==> src/rtl/base_mem_wr_arb.sv <==
// base_mem_wr_arb: initialises every base_mem entry after reset, then round-robin arbitrates write requesters
module base_mem_wr_arb #(
  parameter int width = 1,
  parameter int addr_width = 1,
  parameter int depth = 2**addr_width,
  parameter int nreq = 2,
  parameter logic [width-1:0] init_val = '0
) (
  input  logic                       clk,
  input  logic                       reset,
  input  logic [nreq-1:0]            i_v,
  output logic [nreq-1:0]            i_r,
  input  logic [nreq*addr_width-1:0] i_wa,
  input  logic [nreq*width-1:0]      i_wd,
  output logic                       o_we,
  output logic [addr_width-1:0]      o_wa,
  output logic [width-1:0]           o_wd,
  output logic                       o_init_done
);
  localparam int pw = nreq > 1 ? $clog2(nreq) : 1;
  // One extra counter bit lets depth == 2**addr_width be reached without wrapping
  localparam logic [addr_width:0] cnt_end = (addr_width+1)'(depth);
  typedef enum logic {INIT, RUN} state_t;
  state_t state;
  logic [addr_width:0] cnt;
  logic [pw-1:0] ptr, sel;
  logic hit;
  always_comb begin
    hit = 1'b0;
    sel = '0;
    for (int i = 0; i < nreq; i++)
      if (state == RUN && !hit && i_v[(int'(ptr) + i) % nreq]) begin
        hit = 1'b1;
        sel = pw'((int'(ptr) + i) % nreq);
      end
    i_r = hit ? nreq'(1) << sel : '0;
  end
  always_ff @(posedge clk)
    if (reset) begin
      state <= INIT;
      cnt <= '0;
      ptr <= '0;
      o_we <= 1'b0;
      o_wa <= '0;
      o_wd <= '0;
      o_init_done <= 1'b0;
    end else if (state == INIT) begin
      if (cnt == cnt_end) begin
        o_we <= 1'b0;
        o_init_done <= 1'b1;
        state <= RUN;
      end else begin
        o_we <= 1'b1;
        o_wa <= cnt[addr_width-1:0];
        o_wd <= init_val;
        cnt <= cnt + 1'b1;
      end
    end else begin
      o_we <= hit;
      if (hit) begin
        o_wa <= i_wa[int'(sel)*addr_width +: addr_width];
        o_wd <= i_wd[int'(sel)*width +: width];
        ptr <= pw'((int'(sel) + 1) % nreq);
      end
    end
endmodule
==> config.mk <==
export PLATFORM = sky130hd
export DESIGN_NAME = base_mem_wr_arb
export DESIGN_NICKNAME = d
export VERILOG_FILES = /design/src/rtl/base_mem_wr_arb.sv
export SDC_FILE = /design/constraint.sdc
export NUM_CORES = 1
export LEC_CHECK = 0
export CAP_MARGIN = 20
export CORE_AREA = 4 4 41 43
export DETAILED_ROUTE_END_ITERATION = 16
export DIE_AREA = 0 0 45 47
export MAX_ROUTING_LAYER = met4
export PLACE_DENSITY = 0.66
export SYNTH_ARGS = -nofsm -noshare
export SYNTH_HDL_FRONTEND = slang
export SYNTH_SLANG_ARGS = --single-unit
==> constraint.sdc <==
create_clock -name clk -period 1.3 [get_ports clk]
set_input_delay 0.195 -clock clk [delete_from_list [all_inputs] [get_ports clk]]
set_output_delay 0.195 -clock clk [all_outputs]
set_load 0.01 [all_outputs]
==> run_results.csv <==
group,metric,value,unit
worst_setup_path,crit_type,"reg2out",
power_and_ir_drop,cellPowerDensity,1633,nW/um2
worst_setup_path,worstPathArrival,1060,ps
flow_run,drv_cap,0,
routing,wl,854,um
synthesis,syn_avg_cell_area,9.056,um2
worst_setup_path,slowest_stage,"dfxtp_2",
clocking,clock_tree.root_cell,"clkbuf_4",
synthesis,yosys_warnings,0,
routing,vias_per_cell,4.620,
clocking,clkTransAtPathRegs,50,ps
global_route,grt_overflow,0,
place,dp_hpwl,638.1,um
hold_path,hold_path.class,"in2reg",
place,port_buffers,13,
final_layout,antennaDiodeCount,0,
clocking,cts_sinks,8,
worst_setup_path,worstPathRequired,1110,ps
synthesis,syn_area,380.4,um2
final_layout,flow.area_growth_from_synthesis,56.25,%
sta,clock_skew,2.860,ps
global_route,grt_pass1_vias,362,
power_and_ir_drop,leakage,0.2810,nW
floorplan,dieWidth,45,um
global_route,grt_pass1_wl,1.476,mm
floorplan,core,1301,um2
worst_setup_path,r2r_start,"cnt[0]",
hold_path,hold_path_depth,3,
place,gp_congestion,0.7164,
place,dpl-instance-area,576.8,um2
routing,drc,0,
floorplan,start_util,29.23,%
worst_setup_path,startpoint_type,"register",
floorplan,io-pin-count,14,
worst_setup_path,reg2reg_slack,100,ps
floorplan,die_area,2115,um2
final_layout,final_util,45.67,%
synthesis,synth_nets,51,
sta,rsz0062_at_grt,"false",
sta,drv_slew,0,
global_route,grt_use_total,10.16,%
routing,drtPass1Iterations,2,
final_layout,drive_gt1_share,31.25,%
hold_path,hold_start,"i_v[1]",
run_status,status,"complete, no violations",
worst_setup_path,r2r.worst_path.cells,5,
clocking,htree_levels,1,
sta,worst_slew_pin_slew,293.6,ps
routing,via_count,365,
worst_setup_path,critical_path.top_delay_family,"simple AND/OR/NAND/NOR gates",
worst_setup_path,critical_path_peak_fanout,4,
sta,setup_viol,0,
routing,drt_iter0_markers,1,
global_route,antenna_found_initial,0,
sta,min_period_over_period,96.37,%
hold_path,hold_path_end,"ptr",
power_and_ir_drop,power,0.9703,mW
worst_setup_path,crit_chain,"nand2b_4 > and3_2 > buf_2",
final_layout,finalNetCount,75,
power_and_ir_drop,vdd_drop_max,0.9402,mV
sta,timing_hold_violations_final,0,
synthesis,ys_types,23,
clocking,cts_buffers,3,
floorplan,rows,13,
clocking,clkLatencyLatePin,250,ps
routing,antenna_left,0,
worst_setup_path,crit_buf_inv,1,
sta,maxSlewHeadroom,80.36,%
floorplan,die_h,47,um
synthesis,ys_seq_area_share,42.11,%
final_layout,stdcell_area,594.3,um2
synthesis,syn_inst,42,
sta,layout_min_cycle_time,1253,ps
sta,tns,0,ps
worst_setup_path,cpPeakStageDelay,330,ps
sta,fmax,798.2,MHz
global_route,grt_max_degree,7,
worst_setup_path,cp-end-kind,"primary output",
worst_setup_path,timing.rr.end,"cnt[1]",
clocking,clk_path_buf_depth,2,
synthesis,ys_ff_latch,8,
clocking,cts_tree,"yes",
clocking,cts_setup_buffers,0,
routing,post_drt_wl_per_cell,10.81,um
flip-flops by register name, indices dropped and copies added (netlist names):
signal	flops
cnt	2
o_init_done	1
o_wa	1
o_wd	1
o_we	1
ptr	1
state	1
power by group:
group / internal (mW) / total (mW) / leakage [nW] / switching, mW
clock network: 0.105 / 0.183 / 0.0138 / 0.0781
registers: 0.320 / 0.360 / 0.0665 / 0.0406
logic: 0.235 / 0.426 / 0.201 / 0.192
total: 0.660 / 0.970 / 0.281 / 0.311
repair_timing:
item                                    4_1_cts  5_1_grt
pin swaps                                     0        0
hold buffers                                  0        0
gates resized for setup                      12        3
endpoints found under the setup margin        6        3
gates cloned                                  0        0
how the worst max path moves through the flow:
stage / startpoint / end / slack, ps / cells past startpoint
floorplan: cnt[0] / cnt[1] / 170 / 5
global placement: i_v[0] / i_r[1] / -330 / 4
detailed placement: i_v[0] / i_r[1] / -330 / 4
CTS: o_we / o_we / 20 / 1
global route: cnt[0] / cnt[1] / 10 / 5
finish: ptr / i_r[1] / 50 / 3
synth_stat cells (all sizes together):
cell type,instances,share of area [%]
nand2,3,3.0
dfxtp,8,42
o21a,1,2.0
inv,3,3.0
nor2,6,5.9
a211oi,1,2.0
a32o,2,5.3
nand4,1,1.6
or3b,1,3.0
nor2b,1,1.6
a311oi,2,6.2
xnor2,1,2.3
a21o,1,2.3
nand2b,2,3.9
ha,1,3.3
and2,1,1.6
a21oi,3,3.9
buf,2,3.3
and3,2,3.6
worst min-delay path, delay by kind of cell:
kind | cells | cell delay, ps
buffers and inverters | 2 | 370
AOI/OAI and AO/OA | 1 | 80
routing by layer:
| layer | track usage [%] | routed length [um] | vias up |
|---|---|---|---|
| met4 | 0 | 0 | 0 |
| met5 | - | 0 | - |
| li1 | - | - | 192 |
| met3 | 6.897 | 54 | 0 |
| met2 | 14.97 | 446 | 7 |
| met1 | 12.21 | 353 | 166 |
metrics by stage:
stage	hold slack [ps]	std cells	setup WS (ps)
floorplan	313.7	42	173.1
global placement	437.3	76	-326.3
detailed placement	441.4	76	-334.4
CTS	434.5	79	18.61
global route	453.1	79	11.02
finish	442.6	79	47.15
cell usage in the layout (no fill, tap or decap):
cell type | Yosys | final
a211oi_1 | 1 | 1
a21o_2 | 1 | 1
a21oi_1 | 3 | 3
a311oi_1 | 1 | 1
a311oi_2 | 1 | 1
a32o_1 | 2 | 2
and2_1 | 1 | 1
and3_1 | 1 | 1
and3_2 | 1 | 1
buf_2 | 1 | 1
buf_4 | 1 | 8
clkbuf_2 | 0 | 1
clkbuf_4 | 0 | 3
clkdlybuf4s50_1 | 0 | 5
dfxtp_1 | 8 | 7
dfxtp_2 | 0 | 1
dlygate4sd2_1 | 0 | 5
dlymetal6s2s_1 | 0 | 1
ha_1 | 1 | 1
inv_1 | 3 | 3
nand2_1 | 3 | 3
nand2b_2 | 1 | 1
nand2b_4 | 0 | 1
nand4_1 | 1 | 1
nor2_1 | 6 | 6
nor2b_1 | 1 | 1
o21a_1 | 1 | 1
or3b_4 | 1 | 1
xnor2_1 | 1 | 1
kinds of logic (layout without fill, tap and decap cells):
logic type	Yosys count	count (layout)	share of synthesized area, %
and+or+nand+nor	17	17	24.35
AOI/OAI and AO/OA	10	10	21.71
DFF	8	8	42.10
buffers and inverters	5	27	6.249
adders and majority gates	1	1	3.289
xor gates and xnor gates	1	1	2.303
layout make-up:
cell class,count,area (um2)
tap,15,18.77
multi-input combinational,29,203.9
sequential,8,161.4
clock buffer,3,22.52
inverter,3,11.26
fill,141,706.9
timing repair buffer,21,176.4
Note: power is estimated with default switching activity, not from simulation.
